### src/rtl/alu_pkg.sv
// Shared encodings for the multi-cycle ALU: opcodes, FSM states and
// indices into the 18-bit micro-control vector.
package alu_pkg;

   localparam logic [2:0] OP_AND = 3'b000;
   localparam logic [2:0] OP_OR  = 3'b001;
   localparam logic [2:0] OP_XOR = 3'b010;
   localparam logic [2:0] OP_ADD = 3'b011;
   localparam logic [2:0] OP_SUB = 3'b100;
   localparam logic [2:0] OP_MUL = 3'b101;
   localparam logic [2:0] OP_DIV = 3'b110;
   localparam logic [2:0] OP_RSV = 3'b111;

   typedef enum logic [2:0] {
      S_IDLE     = 3'd0,
      S_LOAD     = 3'd1,
      S_EXEC     = 3'd2,
      S_MUL_STEP = 3'd3,
      S_DIV_STEP = 3'd4,
      S_DIV_CORR = 3'd5,
      S_DONE     = 3'd6
   } state_e;

   localparam int CTRL_W    = 18;
   localparam int C_LOAD    = 0;
   localparam int C_LOAD_M  = 1;
   localparam int C_ADD_M   = 2;
   localparam int C_SUB_M   = 3;
   localparam int C_ASR     = 4;
   localparam int C_SHL     = 5;
   localparam int C_Q1      = 6;
   localparam int C_Q0      = 7;
   localparam int C_CNT     = 8;
   localparam int C_CORR    = 9;
   localparam int C_OUT_AQ  = 10;
   localparam int C_OUT_ONE = 11;
   localparam int C_SEL_AND = 12;
   localparam int C_SEL_OR  = 13;
   localparam int C_SEL_XOR = 14;
   localparam int C_SEL_ADD = 15;
   localparam int C_SEL_SUB = 16;
   localparam int C_END     = 17;

endpackage

### src/rtl/alu_addsub.sv
// 9-bit adder/subtractor shared by the Booth steps, the non-restoring
// division steps, the remainder correction and single-cycle ADD/SUB.
module alu_addsub (
   input  logic [8:0] a_i,
   input  logic [8:0] b_i,
   input  logic       sub_i,
   output logic [8:0] sum_o
);

   assign sum_o = sub_i ? (a_i - b_i) : (a_i + b_i);

endmodule

### src/rtl/alu.sv
// Multi-cycle 8-bit ALU: single-cycle logic/ADD/SUB, radix-2 Booth MUL and
// non-restoring DIV, sequenced by a micro-control vector decoded from the FSM.
module alu
   import alu_pkg::*;
(
   input  logic              clk,
   input  logic              resetn,
   input  logic [7:0]        X,
   input  logic [7:0]        Y,
   input  logic [7:0]        A_divide,
   input  logic [2:0]        op,
   input  logic              BEGIN,
   output logic [15:0]       OUT,
   output logic              END,
   output logic [7:0]        A,
   output logic [7:0]        Q,
   output logic [7:0]        m,
   output logic [7:0]        sum_out,
   output logic [2:0]        count,
   output logic              ovr,
   output logic              q8,
   output logic              r,
   output logic [CTRL_W-1:0] control,
   output state_e            state_o
);

   state_e            state_q, state_d;
   logic [7:0]        a_q, q_q, m_q;
   logic              q8_q, r_q, ovr_q, end_q, dovf_q;
   logic [2:0]        count_q, op_q;
   logic [15:0]       out_q;
   logic [CTRL_W-1:0] ctrl;
   logic [8:0]        add_a, add_b, add_sum;
   logic              add_sub;
   logic [1:0]        booth;
   logic [15:0]       one_res;
   logic              one_ovr;

   assign booth = {q_q[0], q8_q};

   always_ff @(posedge clk) begin
      if (resetn) state_q <= S_IDLE;
      else        state_q <= state_d;
   end

   always_comb begin
      state_d = state_q;
      unique case (state_q)
         S_IDLE:     if (BEGIN) state_d = S_LOAD;
         S_LOAD: begin
            if (op == OP_MUL)      state_d = S_MUL_STEP;
            else if (op == OP_DIV) state_d = S_DIV_STEP;
            else                   state_d = S_EXEC;
         end
         S_EXEC:     state_d = S_DONE;
         S_MUL_STEP: if (count_q == 3'd7) state_d = S_DONE;
         S_DIV_STEP: if (count_q == 3'd7) state_d = S_DIV_CORR;
         S_DIV_CORR: state_d = S_DONE;
         S_DONE:     state_d = S_IDLE;
         default:    state_d = S_IDLE;
      endcase
   end

   // Adder operand steering; IDLE drives zeros so sum_out rests at 0.
   always_comb begin
      add_a   = '0;
      add_b   = '0;
      add_sub = 1'b0;
      unique case (state_q)
         S_EXEC: begin
            add_a   = {q_q[7], q_q};
            add_b   = {m_q[7], m_q};
            add_sub = (op_q == OP_SUB);
         end
         S_MUL_STEP: begin
            add_a   = {a_q[7], a_q};
            add_b   = (booth == 2'b01 || booth == 2'b10) ? {m_q[7], m_q} : 9'd0;
            add_sub = (booth == 2'b10);
         end
         S_DIV_STEP: begin
            add_a   = {a_q, q_q[7]};
            add_b   = {1'b0, m_q};
            add_sub = ~r_q;
         end
         S_DIV_CORR: begin
            add_a = {r_q, a_q};
            add_b = r_q ? {1'b0, m_q} : 9'd0;
         end
         default: ;
      endcase
   end

   alu_addsub u_addsub (
      .a_i   (add_a),
      .b_i   (add_b),
      .sub_i (add_sub),
      .sum_o (add_sum)
   );

   always_comb begin
      one_res = '0;
      one_ovr = 1'b0;
      unique case (op_q)
         OP_AND: one_res = {8'h00, q_q & m_q};
         OP_OR:  one_res = {8'h00, q_q | m_q};
         OP_XOR: one_res = {8'h00, q_q ^ m_q};
         OP_ADD, OP_SUB: begin
            one_res = {{8{add_sum[7]}}, add_sum[7:0]};
            one_ovr = add_sum[8] ^ add_sum[7];
         end
         OP_DIV: begin
            one_res = 16'hFFFF;
            one_ovr = 1'b1;
         end
         default: ;
      endcase
   end

   always_comb begin
      ctrl = '0;
      unique case (state_q)
         S_LOAD: begin
            ctrl[C_LOAD]   = 1'b1;
            ctrl[C_LOAD_M] = 1'b1;
         end
         S_EXEC: begin
            ctrl[C_OUT_ONE] = 1'b1;
            ctrl[C_SEL_AND] = (op_q == OP_AND);
            ctrl[C_SEL_OR]  = (op_q == OP_OR);
            ctrl[C_SEL_XOR] = (op_q == OP_XOR);
            ctrl[C_SEL_ADD] = (op_q == OP_ADD);
            ctrl[C_SEL_SUB] = (op_q == OP_SUB);
         end
         S_MUL_STEP: begin
            ctrl[C_ASR]   = 1'b1;
            ctrl[C_CNT]   = 1'b1;
            ctrl[C_ADD_M] = (booth == 2'b01);
            ctrl[C_SUB_M] = (booth == 2'b10);
         end
         S_DIV_STEP: begin
            ctrl[C_CNT] = 1'b1;
            // An out-of-range divide only counts through the steps.
            if (!dovf_q) begin
               ctrl[C_SHL]   = 1'b1;
               ctrl[C_ADD_M] = r_q;
               ctrl[C_SUB_M] = ~r_q;
               ctrl[C_Q1]    = ~add_sum[8];
               ctrl[C_Q0]    = add_sum[8];
            end
         end
         S_DIV_CORR: ctrl[C_CORR] = r_q & ~dovf_q;
         S_DONE: begin
            ctrl[C_END] = 1'b1;
            if (op_q == OP_MUL || (op_q == OP_DIV && !dovf_q)) ctrl[C_OUT_AQ] = 1'b1;
            else if (op_q == OP_DIV)                            ctrl[C_OUT_ONE] = 1'b1;
         end
         default: ;
      endcase
   end

   always_ff @(posedge clk) begin
      if (resetn) begin
         a_q     <= '0;
         q_q     <= '0;
         m_q     <= '0;
         q8_q    <= 1'b0;
         r_q     <= 1'b0;
         count_q <= '0;
         op_q    <= '0;
         dovf_q  <= 1'b0;
         out_q   <= '0;
         ovr_q   <= 1'b0;
         end_q   <= 1'b0;
      end else begin
         end_q <= ctrl[C_END];
         if (ctrl[C_LOAD]) begin
            a_q     <= (op == OP_DIV) ? A_divide : 8'h00;
            q_q     <= X;
            q8_q    <= 1'b0;
            r_q     <= 1'b0;
            count_q <= '0;
            op_q    <= op;
            dovf_q  <= (op == OP_DIV) && ((Y == 8'h00) || (A_divide >= Y));
         end
         if (ctrl[C_LOAD_M]) m_q <= Y;
         if (ctrl[C_ASR]) begin
            a_q  <= add_sum[8:1];
            q_q  <= {add_sum[0], q_q[7:1]};
            q8_q <= q_q[0];
         end
         if (ctrl[C_SHL]) begin
            {r_q, a_q} <= add_sum;
            q_q        <= {q_q[6:0], ctrl[C_Q1]};
         end
         if (ctrl[C_CORR]) {r_q, a_q} <= add_sum;
         if (ctrl[C_CNT])  count_q <= count_q + 3'd1;
         if (ctrl[C_OUT_AQ]) begin
            out_q <= {a_q, q_q};
            ovr_q <= 1'b0;
         end
         if (ctrl[C_OUT_ONE]) begin
            out_q <= one_res;
            ovr_q <= one_ovr;
         end
      end
   end

   assign OUT     = out_q;
   assign END     = end_q;
   assign A       = a_q;
   assign Q       = q_q;
   assign m       = m_q;
   assign sum_out = add_sum[7:0];
   assign count   = count_q;
   assign ovr     = ovr_q;
   assign q8      = q8_q;
   assign r       = r_q;
   assign control = ctrl;
   assign state_o = state_q;

endmodule

### config.mk
export PLATFORM = sky130hd
export DESIGN_NAME = alu
export DESIGN_NICKNAME = d
export VERILOG_FILES = /design/src/rtl/alu_pkg.sv /design/src/rtl/alu_addsub.sv /design/src/rtl/alu.sv
export SDC_FILE = /design/constraint.sdc
export NUM_CORES = 1
export LEC_CHECK = 0
export ABC_AREA = 1
export CORE_MARGIN = 2
export CORE_UTILIZATION = 48
export DETAILED_ROUTE_END_ITERATION = 8
export PLACE_DENSITY_LB_ADDON = 0.1
export SYNTH_ARGS = -nofsm -noshare
export SYNTH_HDL_FRONTEND = slang
export SYNTH_SLANG_ARGS = --single-unit
### constraint.sdc
create_clock -name clk -period 5.1 [get_ports clk]
set_input_delay 0.51 -clock clk [delete_from_list [all_inputs] [get_ports clk]]
set_output_delay 0.51 -clock clk [all_outputs]
set_load 0.02 [all_outputs]
# Yosys cells after proc, flatten, opt, wreduce, memory -nomap -nowiden
# Index checks and enable logic that the tools add are counted.
dict set report op_classes {
  reduce_logical 19
  n_eq_ne 20
  n_mux 47
  bitwise 8
  shift 0
  magnitude_cmp 1
  mul 0
  div 0
  add_sub_neg 3
}
# cell count
set op_table {}
lappend op_table {{case mux 16 bit (5 select lines)} 1}
lappend op_table {{2-to-1 mux 8 bit} 9}
lappend op_table {{case mux 9 bit (4 select lines)} 2}
lappend op_table {{2-to-1 mux 16 bit} 2}
lappend op_table {{equality test 3 bit, second input constant} 9}
lappend op_table {{2-to-1 mux 3 bit} 9}
lappend op_table {{2-to-1 mux 9 bit} 2}
lappend op_table {{case mux 3 bit (5 select lines)} 1}
lappend op_table {{2-to-1 mux 1 bit} 14}
lappend op_table {{equality test 3 x 2 -> 1 bit, second input constant} 4}
lappend op_table {{adder 9 bit} 1}
lappend op_table {{subtractor 9 bit} 1}
lappend op_table {{AND 8 bit} 1}
lappend op_table {{>= comparator 8 bit} 1}
lappend op_table {{logical NOT 8 bit} 1}
lappend op_table {{bitwise OR 8 bit} 1}
lappend op_table {{bitwise XOR 8 bit} 1}
lappend op_table {{equality test 3 x 1 -> 1 bit, second input constant} 2}
lappend op_table {{logical NOT 3 bit} 2}
lappend op_table {{!= test 2 bit, second input constant} 3}
lappend op_table {{nonzero test 2 bit} 3}
lappend op_table {{nonzero test 3 bit} 2}
lappend op_table {{OR reduction 2 bit} 3}
lappend op_table {{2-to-1 mux 5 bit} 1}
lappend op_table {{15 further kinds} 22}
dict set report word_totals {
  regBits 54
  rom_bits 0
  ramBits 0
  input_bits 30
  latch_bits 0
  word_cells 110
  mem_count 0
}

# Logic depth before layout (Yosys ltp)
# Gate-level depths: netlist of the first run.
dict set report logic_depth {
  ltp_word 11
  depth_mapped 27
  ltp_nobuf 26
}

# Modules after synthesis
# Synthesis of the first run repeated with hierarchy kept, for this count alone.
dict set report hier_totals {
  hier_cells 676
  area_unflattened_um2 4347.9
}
# mod cells_per_inst seq_area_each_um2 area_per_inst_um2 n_inst
set by_module_without_submodules {}
lappend by_module_without_submodules {alu 560 1081.0 3732.3 1}
lappend by_module_without_submodules {alu_addsub 116 0.0 615.6 1}

# Worst setup path after synthesis of the first run
# No wires, ideal clock.
dict set report synth_timing {
  path_kind {register -> output}
  start {reg q_q[0] (netlist: Q[0])}
  end {out sum_out[6]}
  stages_incl_launch_ff 18
  required_ns 4.590
  arrival_ns 3.330
  slack_ns 1.260
  path_cell_list {dfxtp_1 inv_1 ha_1 inv_1 nand2_1 nand3_2 inv_1 nor2_1 inv_1 ha_1 nand2_1 o21ai_0 fa_1 o21ai_0 a21oi_1 nor2_1 nor2_1 xor2_1}
}
dict set report synth_between {
  elab_chain_len 6
}
# item line
set synth_rtl {}
lappend synth_rtl {{from (decl)} alu.sv:28} ;# logic [7:0] a_q, q_q, m_q;
lappend synth_rtl {{from (signal assigned)} alu.sv:188} ;# q_q <= {add_sum[0], q_q[7:1]};
lappend synth_rtl {{from (signal assigned)} alu.sv:193} ;# q_q <= {q_q[6:0], ctrl[C_Q1]};
lappend synth_rtl {{equality test 2 x 1 -> 1 bit / equality test 2 bit (equally long branches)} {alu.sv:77, alu.sv:78}}
lappend synth_rtl {{logical OR 1 bit} alu.sv:77} ;# add_b = (booth == 2'b01 || booth == 2'b10) ? {m_q[7], m_q} : 9'd0;
lappend synth_rtl {{2-to-1 mux 9 bit} alu.sv:77}
lappend synth_rtl {{case mux 9 bit (4 select lines)} alu.sv:69} ;# unique case (state_q)
lappend synth_rtl {{adder 9 bit / subtractor 9 bit (equally long branches)} alu_addsub.sv:10} ;# assign sum_o = sub_i ? (a_i - b_i) : (a_i + b_i);
lappend synth_rtl {{2-to-1 mux 9 bit (*)} alu_addsub.sv:10}
lappend synth_rtl {{to (decl)} alu.sv:18} ;# output logic [7:0] sum_out,
# Every way passes the cells marked *; elsewhere a longest branch is shown, timed or not.

# Worst setup path in the final report of the first run
# Same ends and word-level chain as after synthesis.

==> run metrics, run 1 <==
Worst R2R Start=Q[0]; Worst Max-Slew Pin Slew=1.07 ns; sw frac=56.6%; routability cong.=0.959; Setup crit start kind=flip-flop; residual overflow from global routing=0; VDD IR max=536 uV; Post-Route Setup TNS=0 ns; final instance area=5440 sq um; worst min path class=reg -> reg; drt via density=5.79; endpoint class of the critical path=primary output; Worst Clk Skew=0.00916 ns; Clock Tree Buf Depth=2; crit path max fanout=6; Cell Area, Synth=4190 sq um; hold_buf cts=0; vias in the first global route=4581; clock sink count=54; TritonCTS clock tree=yes; antenna viol nets, final=0; final-report hold violation count=0; layout cells sized above 1=8.32%; initial antenna violation count=0; DIE AREA=9490 sq um; outcome=completed; fmax=0.206 GHz; final worst path period need=4.85 ns; critical path class=reg -> out; WL final=15600 um; hold path endpoint=count[1]; Hold Crit Depth=2; worst r2r dst=ovr; P_int=0.00184 W; htree depth=2; # setup viols final=0; Reg2Reg Depth=25; I/O pin total=106; TritonCTS Buffers=5; fill cell count=780; Net Sw Power=0.00241 W; Clk pwr share=6.5%; Die X=97.4 um; FP Rows=34; Port Buffer Count=105; Async S/R FF share, synth=0%; hold wc startpoint=count[1]; syn_nets=690; Gate power share=74.7%; Rel. slew slack=28.7%; Starting Density=48.7%; post-synthesis cell type with the largest combined area=dfxtp_1; largest net degree at the start of global routing=39; area growth from synthesis to layout=29.8%; reg-to-reg slack, setup=1.13 ns; Diodes inserted=0; Non-Filler Instances=829; Seq cells post-synth=54; drt pass-1 iters=5; EDFF count, synth=0; Max Slew Vio Count=0; Yosys top cell area share=25.8%; Critical Path RT=4.59 ns; final hold slack=0.495 ns; DRC viols=0; via count=4797; largest cells by area after synthesis=dfxtp_1 (26%), nand2_1 (12%), ha_1 (11%), a21oi_1 (7.8%), inv_1 (6.9%); Core Area=8590 sq um; max capacitance violation total=0; Mapped Avg Cell Area=6.73 sq um; share of power burned in registers=18.8%; final net count=788; Root Driver=clkbuf_8; top_reg_cell synth=dfxtp_1; global-route total usage across every layer=32.5%; drt first-iter violations=313; Reg clk slew, reported paths=0.11 ns; period utilization=95.2%; Cells after Synth=622; Critical Path AT=4.34 ns; placed inst area=5310 sq um; HPWL after DPL=12500 um; DIE HEIGHT=97.4 um; synth unique cells=48; wire per inst=18.8 um; Final Util=63.3%; first-pass GRT wire length=24400 um; Cells after DPL=820; Static Leak=2.30 nW; Ys Warns=0; worst-skew pair later-pin latency=0.33 ns; register area share after synthesis=25.8%; Pwr Density=781 nW/um^2
power by group through the flow:
stage	registers (W)	logic, W	clock network [W]
floorplan	0.000872	0.00176	0
global placement	0.000793	0.00300	0
detailed placement	0.000797	0.00305	0
CTS	0.000788	0.00306	0.000280
global route	0.000818	0.00339	0.000294
finish	0.000798	0.00317	0.000278
final cells by class:
type                            count  area [sq um]  area share, %
Sequential cell                    54          1090           20.0
Multi-Input combinational cell    457          2680           49.3
Tap cell                          108           135           2.48
Timing Repair Buffer              110          1090           20.1
Clock inverter                      3          28.8          0.529
Inverter                           92           348           6.40
Clock buffer                        5          68.8           1.27
worst max path at each step:
stage,start,slack [ns],to,cells past startpoint
CTS,Q[0],0.07,control[7],20
global route,Q[0],-0.005,sum_out[6],19
floorplan,Q[0],1.26,sum_out[6],17
detailed placement,Q[0],0.47,control[7],20
finish,Q[0],0.25,sum_out[6],19
global placement,state_o[2],0.56,control[7],19
registers in the layout, indices dropped and copies added (netlist names):
name / flops
Q: 8
m: 8
r: 1
OUT: 16
ovr: 1
dovf_q: 1
END: 1
q8: 1
state_o: 3
count: 3
A: 8
op_q: 3
per-stage QoR:
step                worst slack (ns)  power [W]
floorplan                       1.26    0.00263
global placement               0.555    0.00379
detailed placement             0.467    0.00385
CTS                           0.0713    0.00413
global route                -0.00550    0.00450
finish                         0.247    0.00425
logic make-up (layout without fill, tap and decap cells):
family	count (synthesis)	after routing	synth area share, %
compound gates	178	178	25.3
buf+inv	111	210	10.6
simple gates	229	229	24.3
xor+xnor	12	12	2.51
fa+ha+maj	38	38	11.5
flops	54	54	25.8
synthesized netlist by cell type (5+ instances only):
| master | instances |
|---|---|
| clkbuf_1 | 11 |
| xor2_1 | 10 |
| nand2_2 | 8 |
| inv_2 | 11 |
| o2111ai_1 | 8 |
| o21ai_0 | 49 |
| nor2_1 | 55 |
| ha_1 | 37 |
| nand2_1 | 131 |
| o22ai_1 | 6 |
| nor2_2 | 5 |
| dfxtp_1 | 54 |
| nand3_1 | 13 |
| inv_1 | 77 |
| a21oi_1 | 65 |
| a31oi_1 | 15 |
| o211ai_1 | 7 |
metal layers:
metal | wire length, um | track usage [%]
met2 | 7120 | 52.9
met3 | 1050 | 4.96
met1 | 6820 | 42.9
met4 | 602 | 13.7
met5 | 0 | 0
cell usage in the layout, fill, tap and decap left out, drive strengths merged, types with 10 or more instances in the layout:
| cell type | netlist | routed |
|---|---|---|
| o21ai | 51 | 51 |
| ha | 37 | 37 |
| dfxtp | 54 | 54 |
| nand2 | 140 | 140 |
| a21oi | 66 | 66 |
| inv | 89 | 90 |
| nand3 | 18 | 18 |
| xor2 | 10 | 10 |
| clkdlybuf4s50 | 0 | 103 |
| a31oi | 15 | 15 |
| nor2 | 63 | 63 |
worst max-delay path, stage by stage, from the launching register on:
cell and delay [ns]:
dfxtp_2 0.40, inv_1 0.12, ha_1 0.31, inv_1 0.08, nand4_1 0.10, nand2_1 0.06
nor2_1 0.19, inv_1 0.10, nor3_1 0.33, or2_1 0.17, xor2_1 0.14, inv_1 0.06
ha_1 0.33, a21oi_1 0.21, o21ai_2 0.11, a21oi_1 0.14, nor2_1 0.05, nor2_1 0.10
xor2_1 0.34, clkdlybuf4s50_1 0.68
what timing repair did:
item / 4_1_cts / 5_1_grt
gates resized for setup: 0 / 10
setup buffers: 0 / 1
endpoints found under the setup margin: 0 / 7
Power figures use the tool's default switching activity.
==> inputs of run 2 (changes only) <==
--- a/config.mk
+++ b/config.mk
@@ -7,9 +7,10 @@
 export LEC_CHECK = 0
 export ABC_AREA = 1
 export CORE_MARGIN = 2
-export CORE_UTILIZATION = 48
+export CORE_UTILIZATION = 55
 export DETAILED_ROUTE_END_ITERATION = 8
 export PLACE_DENSITY_LB_ADDON = 0.1
 export SYNTH_ARGS = -nofsm -noshare
 export SYNTH_HDL_FRONTEND = slang
+export SYNTH_HIERARCHICAL = 1
 export SYNTH_SLANG_ARGS = --single-unit
==> run 2 against run 1 <==
Die area is 9.0% lower. Sequential share of layout area is 0.43 points lower. Non-clock buffer count is 2 higher. Final cell count is 5.5% higher. Via count is 3.0% higher. Sequential power is 3.5% lower. Flip-flop and latch count stayed put. Hold slack better by 0.00058 ns. Count of clock-buffer cells in the layout stayed put. Register-to-register slack worse by 0.02 ns. Largest cell class unchanged.
==> run metrics, run 2 <==
outcome=completed; Rel. slew slack=32.4%; Worst Clk Skew=0.0157 ns; commonest non-fill, non-tap cell in the layout=nand2_1; Async S/R FF share, synth=0%; synth unique cells=45; syn_nets=744; top_reg_cell synth=dfxtp_1; worst min path class=reg -> reg; routability cong.=1.03; final worst path period need=4.81 ns; final net count=840; Diodes inserted=0; Post-Route Setup TNS=0 ns; EDFF count, synth=0; TritonCTS clock tree=yes; htree depth=2; Max Slew Vio Count=0; most frequent cells in the layout=nand2_1 (167), clkdlybuf4s50_1 (105), inv_1 (85); clock sink count=54; Reg clk slew, reported paths=0.11 ns; hold_buf cts=0; post-synthesis cell type with the largest combined area=dfxtp_1; max capacitance violation total=0; drt via density=5.65; Core Area=7690 sq um; Critical Path AT=4.30 ns; # setup viols final=0; I/O pin total=106; layout cells sized above 1=6.47%; Mapped Avg Cell Area=6.43 sq um; Cell Area, Synth=4350 sq um; final hold slack=0.496 ns; worst-skew pair later-pin latency=0.32 ns; WL final=14200 um; VDD IR max=464 uV; HPWL after DPL=11300 um; final-report hold violation count=0; Post-synth top cells=nand2_1 (167), inv_1 (85), nor2_1 (78); area growth from synthesis to layout=27.4%; DRC viols=0; critical path class=reg -> out; first-pass GRT wire length=22700 um; wire per inst=16.2 um; Worst Max-Slew Pin Slew=1.01 ns; TritonCTS Buffers=5; Static Leak=2.44 nW; vias in the first global route=4516; Starting Density=56.6%; Setup crit start kind=flip-flop; antenna viol nets, final=0; largest cells by area after synthesis=dfxtp_1 (25%), nand2_1 (14%), ha_1 (11%), inv_1 (7.3%), a21oi_1 (7.0%); residual overflow from global routing=0; drt pass-1 iters=5; period utilization=94.3%; Yosys top cell area share=24.9%; Pwr Density=740 nW/um^2; drt first-iter violations=459; FP Rows=32; Die X=92.9 um; Ys Warns=6; Clock Tree Buf Depth=2; via count=4943; initial antenna violation count=0; Seq cells post-synth=54; Cells after Synth=676; RSZ-0062 raised after global routing=no; crit path max fanout=13; Largest register FFs=16; most numerous cell in the Yosys netlist=nand2_1; DIE AREA=8630 sq um; DIE HEIGHT=92.9 um; fill cell count=701; largest net degree at the start of global routing=37; global-route total usage across every layer=33.0%; endpoint class of the critical path=primary output; Critical Path RT=4.59 ns; Port Buffer Count=105; register area share after synthesis=24.9%; Root Driver=clkbuf_8; fmax=0.208 GHz
## run 2: changes by cell type after synthesis, moves of 5 or more
| cell | previous run | this run |
|---|---|---|
| a31oi_1 | 15 | 3 |
| inv_1 | 77 | 85 |
| nand2_1 | 131 | 167 |
| nand3b_1 | 0 | 11 |
| nand4_1 | 3 | 19 |
| nor2_1 | 55 | 78 |
| o2111ai_1 | 8 | 3 |
| o211ai_1 | 7 | 2 |
| o21ai_0 | 49 | 40 |
| xor2_1 | 10 | 5 |
## run 2: layout make-up
type,count,area [sq um],area share (%)
multi-input combinational,505,2780,50.2
timing repair buffer,112,1100,19.9
sequential,54,1080,19.5
inverter,94,355,6.42
tap,102,128,2.30
clock buffer,5,68.8,1.24
clock inverter,3,21.3,0.384
## run 2: critical path, stage by stage (launching register included)
cell and delay [ns]:
dfxtp_1 0.60, inv_2 0.08, nor2_2 0.16, nand2_1 0.31, nand2_1 0.37, nand2_1 0.08
o221ai_1 0.08, inv_1 0.07, ha_1 0.24, fa_1 0.44, nand3b_1 0.18, nand2_1 0.13
nand2_1 0.06, nand2_1 0.09, inv_1 0.04, nand2_1 0.05, nand2_1 0.18, nor2_1 0.19
clkdlybuf4s50_1 0.64
## run 2: what timing repair did
action	in CTS	in global routing
resized for setup	0	3
setup endpoints to repair	0	2
endpoints found under the hold margin	0	0
setup buffers	0	0
## run 2: worst paths after layout
path | startpoint | to | slack (ns) | cells past startpoint
worst max register to register | state_o[0] | OUT[8] | 1.11 | 24
worst min register to register | ovr | ovr | 0.50 | 2
worst max-delay path | state_o[0] | control[6] | 0.29 | 18
worst min-delay path | ovr | ovr | 0.50 | 2
## run 2: report_power, final
group / total (W) / leakage (nW) / switching (W) / internal (W)
Sequential: 0.000770 / 0.442 / 0.000206 / 0.000565
Clock: 0.000251 / 0.0441 / 0.000154 / 0.0000970
Combinational: 0.00308 / 1.96 / 0.00192 / 0.00116
## run 2: routing by layer
layer / GRT usage (%) / up-vias / routed length [um]
met5: 0 / - / 0
met4: 6.99 / 0 / 201
met3: 4.56 / 18 / 1020
met2: 56.3 / 222 / 6720
met1: 44.3 / 2288 / 6260
li1: - / 2415 / -
## run 2: through the flow
step	total power (W)	instances	util, %	worst slack, ns	cell area [sq um]
floorplan	0.00255	676	-	1.35	4350
global placement	0.00376	867	70.8	0.729	5440
global route	0.00439	875	72.1	0.00650	5540
detailed placement	0.00378	867	70.8	0.647	5440
CTS	0.00404	875	71.9	0.258	5530
finish	0.00410	875	72.1	0.292	5540
## run 2: cell families after synthesis
| kind of cell | count (synthesis) | share of synthesized area [%] |
|---|---|---|
| AOI/OAI and AO/OA | 135 | 17.8 |
| xor gates and xnor gates | 9 | 1.81 |
| DFF | 54 | 24.9 |
| buffers and inverters | 117 | 11.4 |
| adders and majority gates | 38 | 11.1 |
| and+or+nand+nor | 323 | 33.0 |
